==> src/rtl/patp_sequencer.sv <==
// patp_sequencer: fetch/decode/execute sequencer for the PATP accumulator
// machine. Owns the program counter, instruction register and the memory
// handshake, and emits one-cycle one-hot execute strobes to the datapath.
module patp_sequencer #(
  parameter int OPCODE_W = 3,
  parameter int ADDR_W   = 5,
  parameter int CNT_W    = 16
) (
  input  logic                         clk,
  input  logic                         rst_n,
  input  logic                         run,
  output logic                         mem_req,
  output logic                         mem_we,
  output logic [ADDR_W-1:0]            mem_addr,
  input  logic                         mem_ready,
  input  logic [OPCODE_W+ADDR_W-1:0]   mem_rdata,
  input  logic                         acc_zero,
  output logic [2**OPCODE_W-1:0]       op_strobe,
  output logic [ADDR_W-1:0]            operand,
  output logic [ADDR_W-1:0]            pc,
  output logic                         busy,
  output logic [CNT_W-1:0]             retired
);

  localparam int INSN_W = OPCODE_W + ADDR_W;

  // Opcodes that need special handling; everything else is a plain EXEC.
  localparam logic [OPCODE_W-1:0] OP_ADD   = OPCODE_W'(2);
  localparam logic [OPCODE_W-1:0] OP_JUMP  = OPCODE_W'(4);
  localparam logic [OPCODE_W-1:0] OP_BUZ   = OPCODE_W'(5);
  localparam logic [OPCODE_W-1:0] OP_LOAD  = OPCODE_W'(6);
  localparam logic [OPCODE_W-1:0] OP_STORE = OPCODE_W'(7);

  typedef enum logic [2:0] {
    ST_IDLE   = 3'd0,
    ST_FETCH  = 3'd1,
    ST_DECODE = 3'd2,
    ST_EXEC   = 3'd3,
    ST_MEM    = 3'd4
  } state_t;

  state_t                  state_r, state_s;
  logic [INSN_W-1:0]       ir_r, ir_s;
  logic [ADDR_W-1:0]       pc_r, pc_s, pc_done_s;
  logic [CNT_W-1:0]        retired_r, retired_s;
  logic [OPCODE_W-1:0]     ir_op_s;
  logic [ADDR_W-1:0]       ir_opnd_s;
  logic                    req_s, we_s, done_s;
  logic [ADDR_W-1:0]       addr_s;
  logic [2**OPCODE_W-1:0]  strobe_s;

  assign ir_op_s   = ir_r[INSN_W-1:ADDR_W];
  assign ir_opnd_s = ir_r[ADDR_W-1:0];

  // Branch resolution: the pc an instruction leaves behind when it completes.
  always_comb begin
    pc_done_s = pc_r + ADDR_W'(1);
    if (ir_op_s == OP_JUMP) begin
      pc_done_s = ir_opnd_s;
    end else if ((ir_op_s == OP_BUZ) && acc_zero) begin
      pc_done_s = ir_opnd_s;
    end else begin
      pc_done_s = pc_r + ADDR_W'(1);
    end
  end

  // Next-state, handshake and strobe decode; completion updates pc/retired.
  always_comb begin
    state_s   = state_r;
    ir_s      = ir_r;
    pc_s      = pc_r;
    retired_s = retired_r;
    req_s     = 1'b0;
    we_s      = 1'b0;
    addr_s    = '0;
    strobe_s  = '0;
    done_s    = 1'b0;

    case (state_r)
      ST_IDLE: begin
        if (run) begin
          state_s = ST_FETCH;
        end else begin
          state_s = ST_IDLE;
        end
      end
      ST_FETCH: begin
        req_s  = 1'b1;
        addr_s = pc_r;
        if (mem_ready) begin
          ir_s    = mem_rdata;
          state_s = ST_DECODE;
        end else begin
          state_s = ST_FETCH;
        end
      end
      ST_DECODE: begin
        if ((ir_op_s == OP_ADD) || (ir_op_s == OP_LOAD) || (ir_op_s == OP_STORE)) begin
          state_s = ST_MEM;
        end else begin
          state_s = ST_EXEC;
        end
      end
      ST_EXEC: begin
        strobe_s[ir_op_s] = 1'b1;
        done_s            = 1'b1;
      end
      ST_MEM: begin
        req_s  = 1'b1;
        addr_s = ir_opnd_s;
        we_s   = (ir_op_s == OP_STORE);
        if (mem_ready) begin
          // Datapath captures read data / performs the write on this cycle.
          strobe_s[ir_op_s] = 1'b1;
          done_s            = 1'b1;
        end else begin
          state_s = ST_MEM;
        end
      end
      default: begin
        state_s = ST_IDLE;
      end
    endcase

    // run is only looked at here and in IDLE, so an instruction never aborts.
    if (done_s) begin
      pc_s      = pc_done_s;
      retired_s = retired_r + CNT_W'(1);
      state_s   = run ? ST_FETCH : ST_IDLE;
    end else begin
      pc_s      = pc_r;
      retired_s = retired_r;
    end
  end

  // Architectural state; async reset also drops an in-flight request at once.
  always_ff @(posedge clk or negedge rst_n) begin
    if (!rst_n) begin
      state_r   <= ST_IDLE;
      ir_r      <= '0;
      pc_r      <= '0;
      retired_r <= '0;
    end else begin
      state_r   <= state_s;
      ir_r      <= ir_s;
      pc_r      <= pc_s;
      retired_r <= retired_s;
    end
  end

  assign mem_req   = req_s;
  assign mem_we    = we_s;
  assign mem_addr  = addr_s;
  assign op_strobe = strobe_s;
  assign operand   = ir_opnd_s;
  assign pc        = pc_r;
  assign busy      = (state_r != ST_IDLE);
  assign retired   = retired_r;

endmodule
==> config.mk <==
export PLATFORM = sky130hd
export DESIGN_NAME = patp_sequencer
export DESIGN_NICKNAME = d
export VERILOG_FILES = /design/src/rtl/patp_sequencer.sv
export SDC_FILE = /design/constraint.sdc
export NUM_CORES = 1
export LEC_CHECK = 0
export BUFFER_PORTS_ARGS = -buffer_cell sky130_fd_sc_hd__buf_4
export CORE_MARGIN = 3
export CORE_UTILIZATION = 39
export DETAILED_ROUTE_END_ITERATION = 10
export GPL_TIMING_DRIVEN = 0
export PLACE_DENSITY_LB_ADDON = 0.15
export SYNTH_ARGS = -nofsm -noshare
export SYNTH_HDL_FRONTEND = slang
export SYNTH_SLANG_ARGS = --single-unit
==> constraint.sdc <==
create_clock -name clk -period 1.65 [get_ports clk]
set_input_delay 0.33 -clock clk [delete_from_list [all_inputs] [get_ports clk]]
set_output_delay 0.33 -clock clk [all_outputs]
set_load 0.05 [all_outputs]
==> results.sh <==
export IMPL_antenna_found_initial=0
export IMPL_ys_warn_count=0
export IMPL_grt_max_degree=33
export IMPL_syn2layout_area_growth_pct=58.9
export IMPL_ys_seq_area_share_pct=44.3
export IMPL_maxCapViolations=0
export IMPL_die_area_um2=5490
export IMPL_clkTransAtPathRegs_ns=0.07
export IMPL_synth_distinct_cells=42
export IMPL_path_class="register to output port"
export IMPL_cts_tree="yes"
export IMPL_hold_class="primary input to register"
export IMPL_fmaxAchievable_ghz=0.498
export IMPL_gr_usage_all_layers_pct=17.6
export IMPL_final_hold_viol_count=0
export IMPL_p_seq_share_pct=24.2
export IMPL_fin_crit_sh_pct=122
export IMPL_syn_area_um2=1810
export IMPL_die_h_um=74.1
export IMPL_clkSinkCount=32
export IMPL_wl_met1_mm=2.23
export IMPL_drive_above_1_share_pct=54.7
export IMPL_clock_latency_ns=0.28
export IMPL_grt_pass1_vias=1475
export IMPL_ys_ff_latch=32
export IMPL_start_util_pct=41.0
export IMPL_drv_slew=0
export IMPL_dp_hpwl_mm=2.92
export IMPL_setup_viol=20
export IMPL_drtAntennaViolNets=0
export IMPL_io_pins=55
export IMPL_fin_setup_tns_ns=-4.63
export IMPL_slew_headroom_pct=69.8
export IMPL_highest_layer="met4"
export IMPL_viasPerCell=5.08
export IMPL_syn_area_per_cell_um2=10.5
export IMPL_power_switching_mw=2.78
export IMPL_finalWeightedCongestion=0.716
export IMPL_required_ns=1.32
export IMPL_fillers=357
export IMPL_reg2regPathDepth=7
export IMPL_io_buffers=54
export IMPL_synth_area_leaders="dfrtp_1 44%, xnor2_1 6.8%, mux2_2 4.4%"
export IMPL_ctsRootBufferMaster="clkbuf_8"
export IMPL_cts_made_buffers=5
export IMPL_wl_met3_um=198
export IMPL_fp_row_count=24
export IMPL_synthCells=173
export IMPL_worstPathArrival_ns=1.68
export IMPL_power_frac_comb_pct=65.3
export IMPL_crit_fanout=4
export IMPL_powerDensity_nw_per_um2=2020
export IMPL_max_slew_worst_pin_slew_ns=0.449
export IMPL_status="finished, violations left"
export IMPL_clkPwrFrac_pct=10.5
export IMPL_fin_worst_skew_ns=0.00711
export IMPL_start_kind="register"
export IMPL_drc=0
export IMPL_min_path_cells=3
export IMPL_ir_drop_mv=1.22
export IMPL_p_int_mw=3.02
export IMPL_gr_total_overflow=0
export IMPL_route_met2_wl_mm=2.11
export IMPL_finalWorstSetupSlack_ns=-0.358
export IMPL_htreeDepth=2
export IMPL_grt_pass1_wl_mm=7.35
export IMPL_die_w_um=74.1
export IMPL_violations="negative setup slack"
export IMPL_synth_top_area_share_pct=44.3
export IMPL_power_mw=5.80
export IMPL_fin_nets=268
export IMPL_drt_iter0_drc=62
export IMPL_via_count=1556
export IMPL_drt_pass1_iter_count=4
export IMPL_antennaDiodeCount=0
export IMPL_layout_min_cycle_time_ns=2.01
export IMPL_leakage_nw=1.28
export IMPL_swShare_pct=47.9
export IMPL_rsz0062_at_grt="true"
export IMPL_totalWireLength_mm=4.57
export IMPL_netlist_top_cell_by_area="dfrtp_1"
export IMPL_syn_num_nets=188
export IMPL_clk_path_buf_depth=2
export IMPL_end_kind="output port"
export IMPL_core_area_um2=4410
export IMPL_wire_per_inst_um=14.9
[layout make-up]
| cell class | count | area (um^2) | share of cell area [%] |
|---|---|---|---|
| multi-input combinational | 125 | 1110 | 38.5 |
| inverter | 3 | 11.3 | 0.392 |
| tap | 52 | 65.1 | 2.26 |
| clock buffer | 8 | 90.1 | 3.14 |
| timing repair buffer | 78 | 728 | 25.3 |
| sequential | 32 | 808 | 28.1 |
| buffer | 8 | 63.8 | 2.22 |
[cell usage in the layout (no fill, tap or decap), drive strengths merged, types with 6 or more instances in the layout]
| master | Yosys | final |
|---|---|---|
| buf | 13 | 83 |
| dfrtp | 32 | 32 |
| nand2 | 19 | 19 |
| xnor2 | 14 | 14 |
| nor2 | 11 | 11 |
| nand4 | 10 | 10 |
| clkbuf | 1 | 10 |
| mux2 | 10 | 10 |
| nor3 | 7 | 7 |
| nand3 | 6 | 6 |
| a21oi | 6 | 6 |
[through the flow]
step	cells	utilization (%)	instance area, um^2	setup WS (ns)	hold WS (ns)
after floorplan	173	-	1930	-0.364	0.0344
final	306	65.1	2870	-0.358	0.279
after global placement	279	54.4	2400	-0.344	0.298
after global routing	306	65.1	2870	-0.405	0.274
after detailed placement	279	54.4	2400	-0.358	0.295
after CTS	304	63.3	2800	-0.447	0.264
[repair_timing]
action	in CTS	in global routing
setup endpoints to repair	16	29
hold endpoints to repair	24	0
pin swaps	13	16
setup buffers	18	6
gates cloned	0	1
resized for setup	45	22
hold buffers	1	0
[path summary, 6_finish.rpt]
kind | start | end | slack, ns
setup reg to reg | state_r[2]$_DFFE_PN0P_ | retired[5]$_DFFE_PN0P_ | -0.07
hold / removal | mem_rdata[5] | ir_r[5]$_DFFE_PN0N_ | 0.28
hold reg to reg | retired[15]$_DFFE_PN0P_ | retired[15]$_DFFE_PN0P_ | 0.48
setup / recovery | state_r[0]$_DFFE_PN0P_ | op_strobe[6] | -0.36
max in group asynchronous | rst_n | pc[1]$_DFFE_PN0P_ | 0.79
min in group asynchronous | rst_n | ir_r[4]$_DFFE_PN0N_ | 0.53
[logic make-up after synthesis]
logic type / share of synthesized area [%]
AND/OR/NAND/NOR: 23.6
adder cells (fa/ha/maj): 1.38
XOR/XNOR: 7.27
AO/OA/AOI/OAI: 9.55
buffers and inverters: 7.13
flip-flops: 44.3
multiplexers: 6.78
[worst max-delay path, stage by stage, from the launching register on]
cell and delay [ns]:
dfrtp_2 0.43, nand4bb_4 0.25, buf_6 0.15, nand2_8 0.07
nand2_4 0.07, nor3b_4 0.23, buf_6 0.19
[power groups by stage]
stage	combinational (mW)	sequential, mW	clock (mW)
global placement	3.07	1.37	0
detailed placement	3.09	1.37	0
global route	3.99	1.46	0.662
finish	3.78	1.40	0.612
CTS	3.61	1.38	0.633
floorplan	2.02	1.68	0
[registers in the layout, indices dropped and copies added (netlist names)]
register / cells
pc: 5
state_r: 3
retired: 16
ir_r: 8
[layer usage]
layer / up-vias / track usage, %
met5: - / 0
met4: 0 / 4.83
met3: 2 / 4.86
met2: 32 / 26.8
met1: 746 / 24.7
li1: 776 / -
[synth_stat cells]
master and count:
and3_1 3, nand4_1 10, and2_1 2, mux2i_1 1
nor3_2 2, o22a_1 3, nor2b_2 1, xnor2_1 14
clkbuf_1 1, a21oi_1 5, nand2b_4 1, nor4_2 1
nand4bb_4 1, a22oi_1 5, inv_1 3, nor3b_1 2
buf_6 5, nor2b_1 2, ha_1 2, mux2_1 3
dfrtp_1 32, o21bai_1 1, and4_1 2, and2_4 1
o21bai_4 1, or3_1 1, nor2_1 11, o21ai_1 1
xor2_1 1, nand3_1 6, nor3_1 5, buf_2 1
a31oi_1 1, nand3b_1 1, o21ba_2 1, o21ai_0 4
or3b_2 1, mux2_2 7, nand2_1 19, nor4_1 1
buf_4 7, a21oi_4 1
No activity file was read; power rests on OpenSTA's default activity.
